### src/rtl/pipeline_stall_sequencer.sv
// Pipeline stall/flush sequencer for a 5-stage in-order core.
// Resolves load-use hazards, taken branches/jumps and data-memory waits
// into register write enables, bubble and flush controls.
//
// Optional feature: define STALL_PERF_EN to build the saturating
// stall-cycle and flush performance counters. Without it, both counter
// ports read 16'h0000.
//
// Ports:
//   clk             - clock, rising edge
//   reset           - asynchronous active-low reset
//   load_use_i      - load-use hazard between ID/EX and IF/ID
//   branch_taken_i  - taken beq/bne resolved in ID
//   jump_i          - j/jal/jr in ID
//   mem_req_i       - EX/MEM instruction accesses data memory
//   mem_ready_i     - data memory completes the access this cycle
//   pc_write_o      - PC register enable
//   if_id_write_o   - IF/ID register enable
//   ex_mem_write_o  - EX/MEM register enable
//   id_ex_bubble_o  - zero ID/EX control fields
//   mem_wb_bubble_o - zero MEM/WB control fields
//   if_id_flush_o   - replace IF/ID instruction with NOP
//   mem_timeout_o   - sticky data-memory timeout flag
//   stall_cycles_o  - cycles with PC frozen (perf counter)
//   flush_count_o   - cycles with IF/ID flushed (perf counter)
module pipeline_stall_sequencer #(
  parameter int unsigned MEM_TIMEOUT = 16
) (
  input  logic        clk,
  input  logic        reset,
  input  logic        load_use_i,
  input  logic        branch_taken_i,
  input  logic        jump_i,
  input  logic        mem_req_i,
  input  logic        mem_ready_i,
  output logic        pc_write_o,
  output logic        if_id_write_o,
  output logic        ex_mem_write_o,
  output logic        id_ex_bubble_o,
  output logic        mem_wb_bubble_o,
  output logic        if_id_flush_o,
  output logic        mem_timeout_o,
  output logic [15:0] stall_cycles_o,
  output logic [15:0] flush_count_o
);

  localparam int unsigned WAIT_W = 5;
  localparam int unsigned CNT_W  = 16;
  localparam logic [WAIT_W-1:0] WAIT_LAST = WAIT_W'(MEM_TIMEOUT - 1);

  typedef enum logic [1:0] {
    ST_RUN        = 2'd0,
    ST_LOAD_STALL = 2'd1,
    ST_MEM_WAIT   = 2'd2
  } state_e;

  state_e            state_q, state_d;
  logic [WAIT_W-1:0] wait_cnt_q, wait_cnt_d;
  logic              timeout_q, timeout_d;

  logic mem_stall_c;
  logic redirect_c;
  logic freeze_c;
  logic lu_stall_c;
  logic flush_ok_c;

  assign mem_stall_c = mem_req_i & ~mem_ready_i;
  assign redirect_c  = branch_taken_i | jump_i;

  // Next-state and control outputs
  always_comb begin
    state_d    = state_q;
    wait_cnt_d = wait_cnt_q;
    timeout_d  = timeout_q;
    freeze_c   = 1'b0;
    lu_stall_c = 1'b0;
    flush_ok_c = 1'b0;

    unique case (state_q)
      ST_RUN: begin
        if (mem_stall_c) begin
          freeze_c   = 1'b1;
          wait_cnt_d = '0;
          state_d    = ST_MEM_WAIT;
        end else if (load_use_i) begin
          lu_stall_c = 1'b1;
          state_d    = ST_LOAD_STALL;
        end else begin
          flush_ok_c = 1'b1;
        end
      end
      ST_LOAD_STALL: begin
        // The dependent instruction already waited one cycle; load_use_i is stale here.
        if (mem_stall_c) begin
          freeze_c   = 1'b1;
          wait_cnt_d = '0;
          state_d    = ST_MEM_WAIT;
        end else begin
          flush_ok_c = 1'b1;
          state_d    = ST_RUN;
        end
      end
      ST_MEM_WAIT: begin
        if (!mem_ready_i) begin
          freeze_c   = 1'b1;
          wait_cnt_d = wait_cnt_q + WAIT_W'(1);
          // Give up on the access: flag it and let the pipeline move on.
          if (wait_cnt_q == WAIT_LAST) begin
            timeout_d = 1'b1;
            state_d   = ST_RUN;
          end
        end else if (load_use_i) begin
          lu_stall_c = 1'b1;
          state_d    = ST_LOAD_STALL;
        end else begin
          flush_ok_c = 1'b1;
          state_d    = ST_RUN;
        end
      end
      default: begin
        state_d = ST_RUN;
      end
    endcase
  end

  assign pc_write_o      = ~(freeze_c | lu_stall_c);
  assign if_id_write_o   = ~(freeze_c | lu_stall_c);
  assign ex_mem_write_o  = ~freeze_c;
  assign id_ex_bubble_o  = lu_stall_c;
  assign mem_wb_bubble_o = freeze_c;
  // A redirect coinciding with a load-use stall is re-resolved after the stall.
  assign if_id_flush_o   = flush_ok_c & redirect_c;
  assign mem_timeout_o   = timeout_q;

  // State, wait counter and sticky timeout
  always_ff @(posedge clk or negedge reset) begin
    if (!reset) begin
      state_q    <= ST_RUN;
      wait_cnt_q <= '0;
      timeout_q  <= 1'b0;
    end else begin
      state_q    <= state_d;
      wait_cnt_q <= wait_cnt_d;
      timeout_q  <= timeout_d;
    end
  end

`ifdef STALL_PERF_EN
  logic [CNT_W-1:0] stall_cycles_q, stall_cycles_d;
  logic [CNT_W-1:0] flush_count_q, flush_count_d;

  // Saturating performance counters
  always_comb begin
    stall_cycles_d = stall_cycles_q;
    flush_count_d  = flush_count_q;
    if (!pc_write_o && (stall_cycles_q != {CNT_W{1'b1}})) begin
      stall_cycles_d = stall_cycles_q + CNT_W'(1);
    end
    if (if_id_flush_o && (flush_count_q != {CNT_W{1'b1}})) begin
      flush_count_d = flush_count_q + CNT_W'(1);
    end
  end

  always_ff @(posedge clk or negedge reset) begin
    if (!reset) begin
      stall_cycles_q <= '0;
      flush_count_q  <= '0;
    end else begin
      stall_cycles_q <= stall_cycles_d;
      flush_count_q  <= flush_count_d;
    end
  end

  assign stall_cycles_o = stall_cycles_q;
  assign flush_count_o  = flush_count_q;
`else
  assign stall_cycles_o = CNT_W'(0);
  assign flush_count_o  = CNT_W'(0);
`endif

endmodule

### config.mk
export PLATFORM = sky130hd
export DESIGN_NAME = pipeline_stall_sequencer
export DESIGN_NICKNAME = d
export VERILOG_FILES = /design/src/rtl/pipeline_stall_sequencer.sv
export SDC_FILE = /design/constraint.sdc
export NUM_CORES = 1
export LEC_CHECK = 0
export BUFFER_PORTS_ARGS = -buffer_cell sky130_fd_sc_hd__buf_2
export CAP_MARGIN = 5
export CORE_ASPECT_RATIO = 1.2
export CORE_MARGIN = 5
export CORE_UTILIZATION = 35
export CTS_CLUSTER_SIZE = 40
export DETAILED_ROUTE_END_ITERATION = 8
export PLACE_DENSITY = 0.68
export SYNTH_ARGS = -nofsm -noshare
export SYNTH_HDL_FRONTEND = slang
export SYNTH_SLANG_ARGS = --single-unit
### constraint.sdc
create_clock -name clk -period 2.2 [get_ports clk]
set_input_delay 0.11 -clock clk [delete_from_list [all_inputs] [get_ports clk]]
set_output_delay 0.11 -clock clk [all_outputs]
set_load 0.01 [all_outputs]
# == Word level (Yosys, flattened, before mapping) ==
# Cells that the tools add are included.
# totals
ff_bits,8
latchBits,0
ramBits,0
rom_bits,0
input_bits,7
output_inout_bits,39
wordCells,46
mem_count,0
# op_classes
n_addsub,1
n_mul,0
div,0
order_cmp,0
n_eq_ne,7
shift,0
mux,22
bitwise_logic,7
n_reduce_logical,6
# ops
operator,n
$mux 1,10
$mux 2,5
$mux 5,2
$pmux 5 s2,1
$ne 3x3->1 const B,2
$pmux 2 s3,1
$reduce_and 3->1,2
$add 5x1->5 const B,1
$eq 5x4->1 const B,1
$pmux 1 s2,2
$not 1->1,3
$pmux 1 s3,1
$and 1x1->1,2
$eq 2x1->1 const B,1
$eq 2x2->1 const B,1
$logic_not 2->1,1
$ne 2x1->1 const B,1
$ne 2x2->1 const B,1
$or 1x1->1,2
$reduce_and 2->1,1
$reduce_bool 2->1,1
$reduce_or 2->1,1

# == Longest topological paths before layout ==
# depth
word_depth,6
mapped_depth,6
mapped_depth_nobuf,6

# == Worst setup path after synthesis ==
# OpenSTA, ideal clock, no wires.
# synth_path
path_type,register to register
from,reg wait_cnt_q[0]
to,reg wait_cnt_q[4]
setup_time_ps,65
arrival_ps,1492
required_time_ps,2135
slack_ps,642
path_stages_with_launch,7
n_path_buf,0
synth_period_minus_slack_ps,1558
path_cell_list,dfrtp_1 -> ha_1 -> and3_1 -> ha_1 -> or3_1 -> o21ai_0 -> a22o_1
# synth_between
elab_chain_cells,3
# synth_rtl
item,line,text
from (decl),58,"logic [WAIT_W-1:0] wait_cnt_q, wait_cnt_d;"
from (signal assigned),143,wait_cnt_q <= wait_cnt_d;
$add 5x1->5,106,wait_cnt_d = wait_cnt_q + WAIT_W'(1);
$mux 5,104,if (!mem_ready_i) begin
$pmux 5 s2,79,unique case (state_q)
# Every way passes these cells. The select of a mux whose other input is x is not followed.
# A chain may end at the register's enable or synchronous reset.

# == Worst setup path in the final report ==
# Ends and elaborated chain as after synthesis.

==> results.py <==
metrics = {
    "timing": {
        "maxSlewViolCount": 0,
        "fin_crit_sh_pct": 73.98,
        "setup_violations": 0,
        "post-route-min-period_ns": 1.627,
        "rsz0062_at_grt": "no",
        "fin_skew_ns": 0.004378,
        "finalSetupTns_ns": 0,
        "max_freq_mhz": 614.5,
        "hold_viol_final": 0,
    },
    "power_and_ir_drop": {
        "vdd_ir_drop_max_mv": 0.3285,
        "clock_power_share_pct": 29.4,
        "finalPower_mw": 0.3948,
        "p_sw_share_pct": 33.78,
        "leakage_nw": 0.4058,
        "p_int_mw": 0.2615,
        "pwr-share-seq_pct": 44.3,
        "combPwrFrac_pct": 26.3,
        "powerDensity_mw_per_mm2": 545.9,
        "switching_power_mw": 0.1334,
    },
    "global_routing": {
        "grt_pass1_vias": 460,
        "grtUsageMet3_pct": 1.474,
        "antenna_found_initial": 0,
        "met1_usage_pct": 10.61,
        "grt_pass1_wl_mm": 1.890,
        "grt_busiest_layer": "met2",
        "grt_max_degree": 11,
        "grtUsageMet2_pct": 11.49,
        "track_usage_pct": 8.406,
        "overflow": 0,
    },
    "critical_path": {
        "ff2ff_setup_slack_ns": 0.57,
        "cp_data_arrival_time_ns": 1.83,
        "cp-startpoint": "wait_cnt_q[0]",
        "rr_worst_depth": 6,
        "critPathMaxFanout": 4,
        "rr_startpoint": "wait_cnt_q[0]",
        "start_kind": "flip-flop",
        "end_kind": "flip-flop",
        "cp_cell_sequence": "ha_1 > and3_1 > ha_1 > or3_1 > o21ai_0 > a22o_1",
        "cp.required_ns": 2.40,
        "reg2reg_to": "wait_cnt_q[4]",
        "critical_path_class": "reg2reg",
        "cpMaxStageDelayCell": "dfrtp_1",
        "crit_top_cell": "ha_1",
        "slowest_delay_ns": 0.41,
        "endpoint": "wait_cnt_q[4]",
    },
    "synthesis": {
        "ys_types": 27,
        "yosys_register_bits": 8,
        "syn_inst": 81,
        "netlist.area_leader.share_pct": 33.39,
        "postSynthAreaPerCell_um2": 9.160,
        "yosys-top-cells-area": "buf_4 (33%), dfrtp_1 (27%), a22o_1 (5.9%)",
        "yosysTopAreaCell": "buf_4",
        "syn_area_um2": 742.0,
        "ys_seq_area_share_pct": 26.98,
        "yosysWarnings": 0,
    },
    "final_layout": {
        "layout.nets": 105,
        "diodes": 0,
        "final_design_area_no_fill_um2": 723.2,
        "layoutNonFillerInstCount": 124,
        "syn2layout_area_growth_pct": -2.530,
        "fillers": 209,
        "drive_above_1_share_pct": 20.21,
        "fin_util_pct": 35.29,
    },
    "clocking": {
        "cts_max_path_buffers": 2,
        "numCtsBuffers": 3,
        "clk_latency_ns": 0.26,
        "clkTransAtPathRegs_ns": 0.06,
        "tritoncts": "done",
        "htreeDepth": 1,
        "cts_root_buffer": "clkbuf_4",
        "cts.sinks": 8,
    },
    "routing": {
        "wl_mm": 1.265,
        "vias_per_cell": 4.040,
        "wire_per_inst_um": 10.20,
        "ant_nets": 0,
        "drc_errors": 0,
        "firstDrtPassIters": 3,
        "vias": 501,
        "drt_iter0_drc": 2,
    },
    "placement": {
        "post_dp_cell_area_um2": 690.7,
        "dp.cells": 120,
        "gp_congestion": 0.7320,
        "port_buffers": 13,
    },
    "floorplanning": {
        "start_util_pct": 36.20,
        "row_count": 18,
        "die-width_um": 52.03,
        "io_pins": 46,
        "coreArea_mm2": 0.002049,
        "die_y_um": 60.44,
        "dieArea_mm2": 0.003144,
    },
    "worst_hold_path": {
        "holdCritPathClass": "in2reg",
    },
    "flow_run": {
        "maxCapViolations": 0,
    },
    "outcome": {
        "status": "completed",
    },
}
synthesized netlist by cell type:
| library cell | n |
|---|---|
| buf_6 | 2 |
| mux2i_1 | 1 |
| mux2_2 | 1 |
| nand2b_1 | 1 |
| nor2_1 | 3 |
| buf_4 | 33 |
| nor2b_1 | 1 |
| nand2b_4 | 1 |
| o21ai_1 | 1 |
| a221oi_1 | 1 |
| a211oi_2 | 1 |
| inv_1 | 4 |
| mux2_1 | 1 |
| and3_1 | 3 |
| a22o_1 | 5 |
| conb_1 | 1 |
| nand2_1 | 1 |
| nand3_1 | 1 |
| a21oi_1 | 2 |
| o21ai_0 | 2 |
| o21bai_1 | 1 |
| o21a_1 | 1 |
| or3_1 | 1 |
| dfrtp_1 | 8 |
| ha_1 | 2 |
| o2bb2ai_1 | 1 |
| a41o_1 | 1 |
registers in the layout, indices dropped and copies added, names as in the netlist:
register       cells
state_q            2
wait_cnt_q         5
mem_timeout_o      1
worst min-delay path by stage:
stage | slack (ns) | cells past startpoint | from | endpoint
2_1_floorplan | -0.19 | 0 | reset | mem_timeout_o
3_3_place_gp | -0.04 | 1 | reset | wait_cnt_q[0]
3_5_place_dp | -0.03 | 1 | reset | wait_cnt_q[1]
4_1_cts | 0.12 | 2 | mem_ready_i | state_q[1]
5_1_grt | 0.13 | 2 | load_use_i | state_q[0]
6_report | 0.13 | 2 | load_use_i | state_q[0]
cells by family (layout without fill, tap and decap cells):
group                      after synthesis  after routing  synth area share, %
buffers and inverters                   39             21                38.45
AOI/OAI and AO/OA                       16             16                16.69
and+or+nand+nor                         12             12                9.612
DFF                                      8              8                26.98
muxes                                    3              3                4.384
adders and majority gates                2              2                3.372
other                                    1             32               0.5054
metrics by stage:
| step | hold slack (ns) | worst slack [ns] |
|---|---|---|
| 6_report | 0.1326 | 0.5725 |
| 5_1_grt | 0.1292 | 0.4358 |
| 4_1_cts | 0.1211 | 0.5610 |
| 3_5_place_dp | -0.02660 | 0.5687 |
| 3_3_place_gp | -0.03751 | 0.6032 |
| 2_1_floorplan | -0.1856 | 0.6424 |
power groups by stage:
stage	combinational [mW]	clock, mW	sequential, mW
after CTS	0.104	0.119	0.175
after detailed placement	0.102	0	0.178
after global routing	0.118	0.127	0.178
final	0.104	0.116	0.175
after floorplan	0.128	0	0.172
after global placement	0.100	0	0.177
layer usage:
metal	routed length (um)	part of all wire [%]
met1	520	41
met2	564	45
met3	127	10
met4	52	4.1
met5	0	0
placed cells by master, fill, tap and decap left out, types with 2 or more instances in the layout:
| cell type | n |
|---|---|
| conb_1 | 32 |
| buf_2 | 13 |
| dfrtp_1 | 8 |
| a22o_1 | 5 |
| inv_1 | 4 |
| and3_1 | 3 |
| nor2_1 | 3 |
| clkbuf_4 | 3 |
| a21oi_1 | 2 |
| o21ai_0 | 2 |
| ha_1 | 2 |
timing repair:
item / 4_1_cts / 5_1_grt
hold endpoints to repair: 8 / 0
resized for setup: 0 / 0
setup buffers: 0 / 0
hold buffers: 1 / 0
worst max-delay path, delay by kind of cell, from the launching register on:
kind	cells	cell delay [ns]
flip-flops	1	0.41
adder cells (fa/ha/maj)	2	0.47
AND/OR/NAND/NOR	2	0.48
AO/OA/AOI/OAI	2	0.21
final cells by class:
type / count / area, um2 / share of cell area [%]
flip-flops and latches: 8 / 200.2 / 27.68
inverters: 4 / 15.01 / 2.076
repair buffers: 14 / 75.07 / 10.38
clock buffers: 3 / 22.52 / 3.114
multi-input cells: 65 / 372.9 / 51.56
well taps: 30 / 37.54 / 5.190
(Power assumes the default switching activity.)
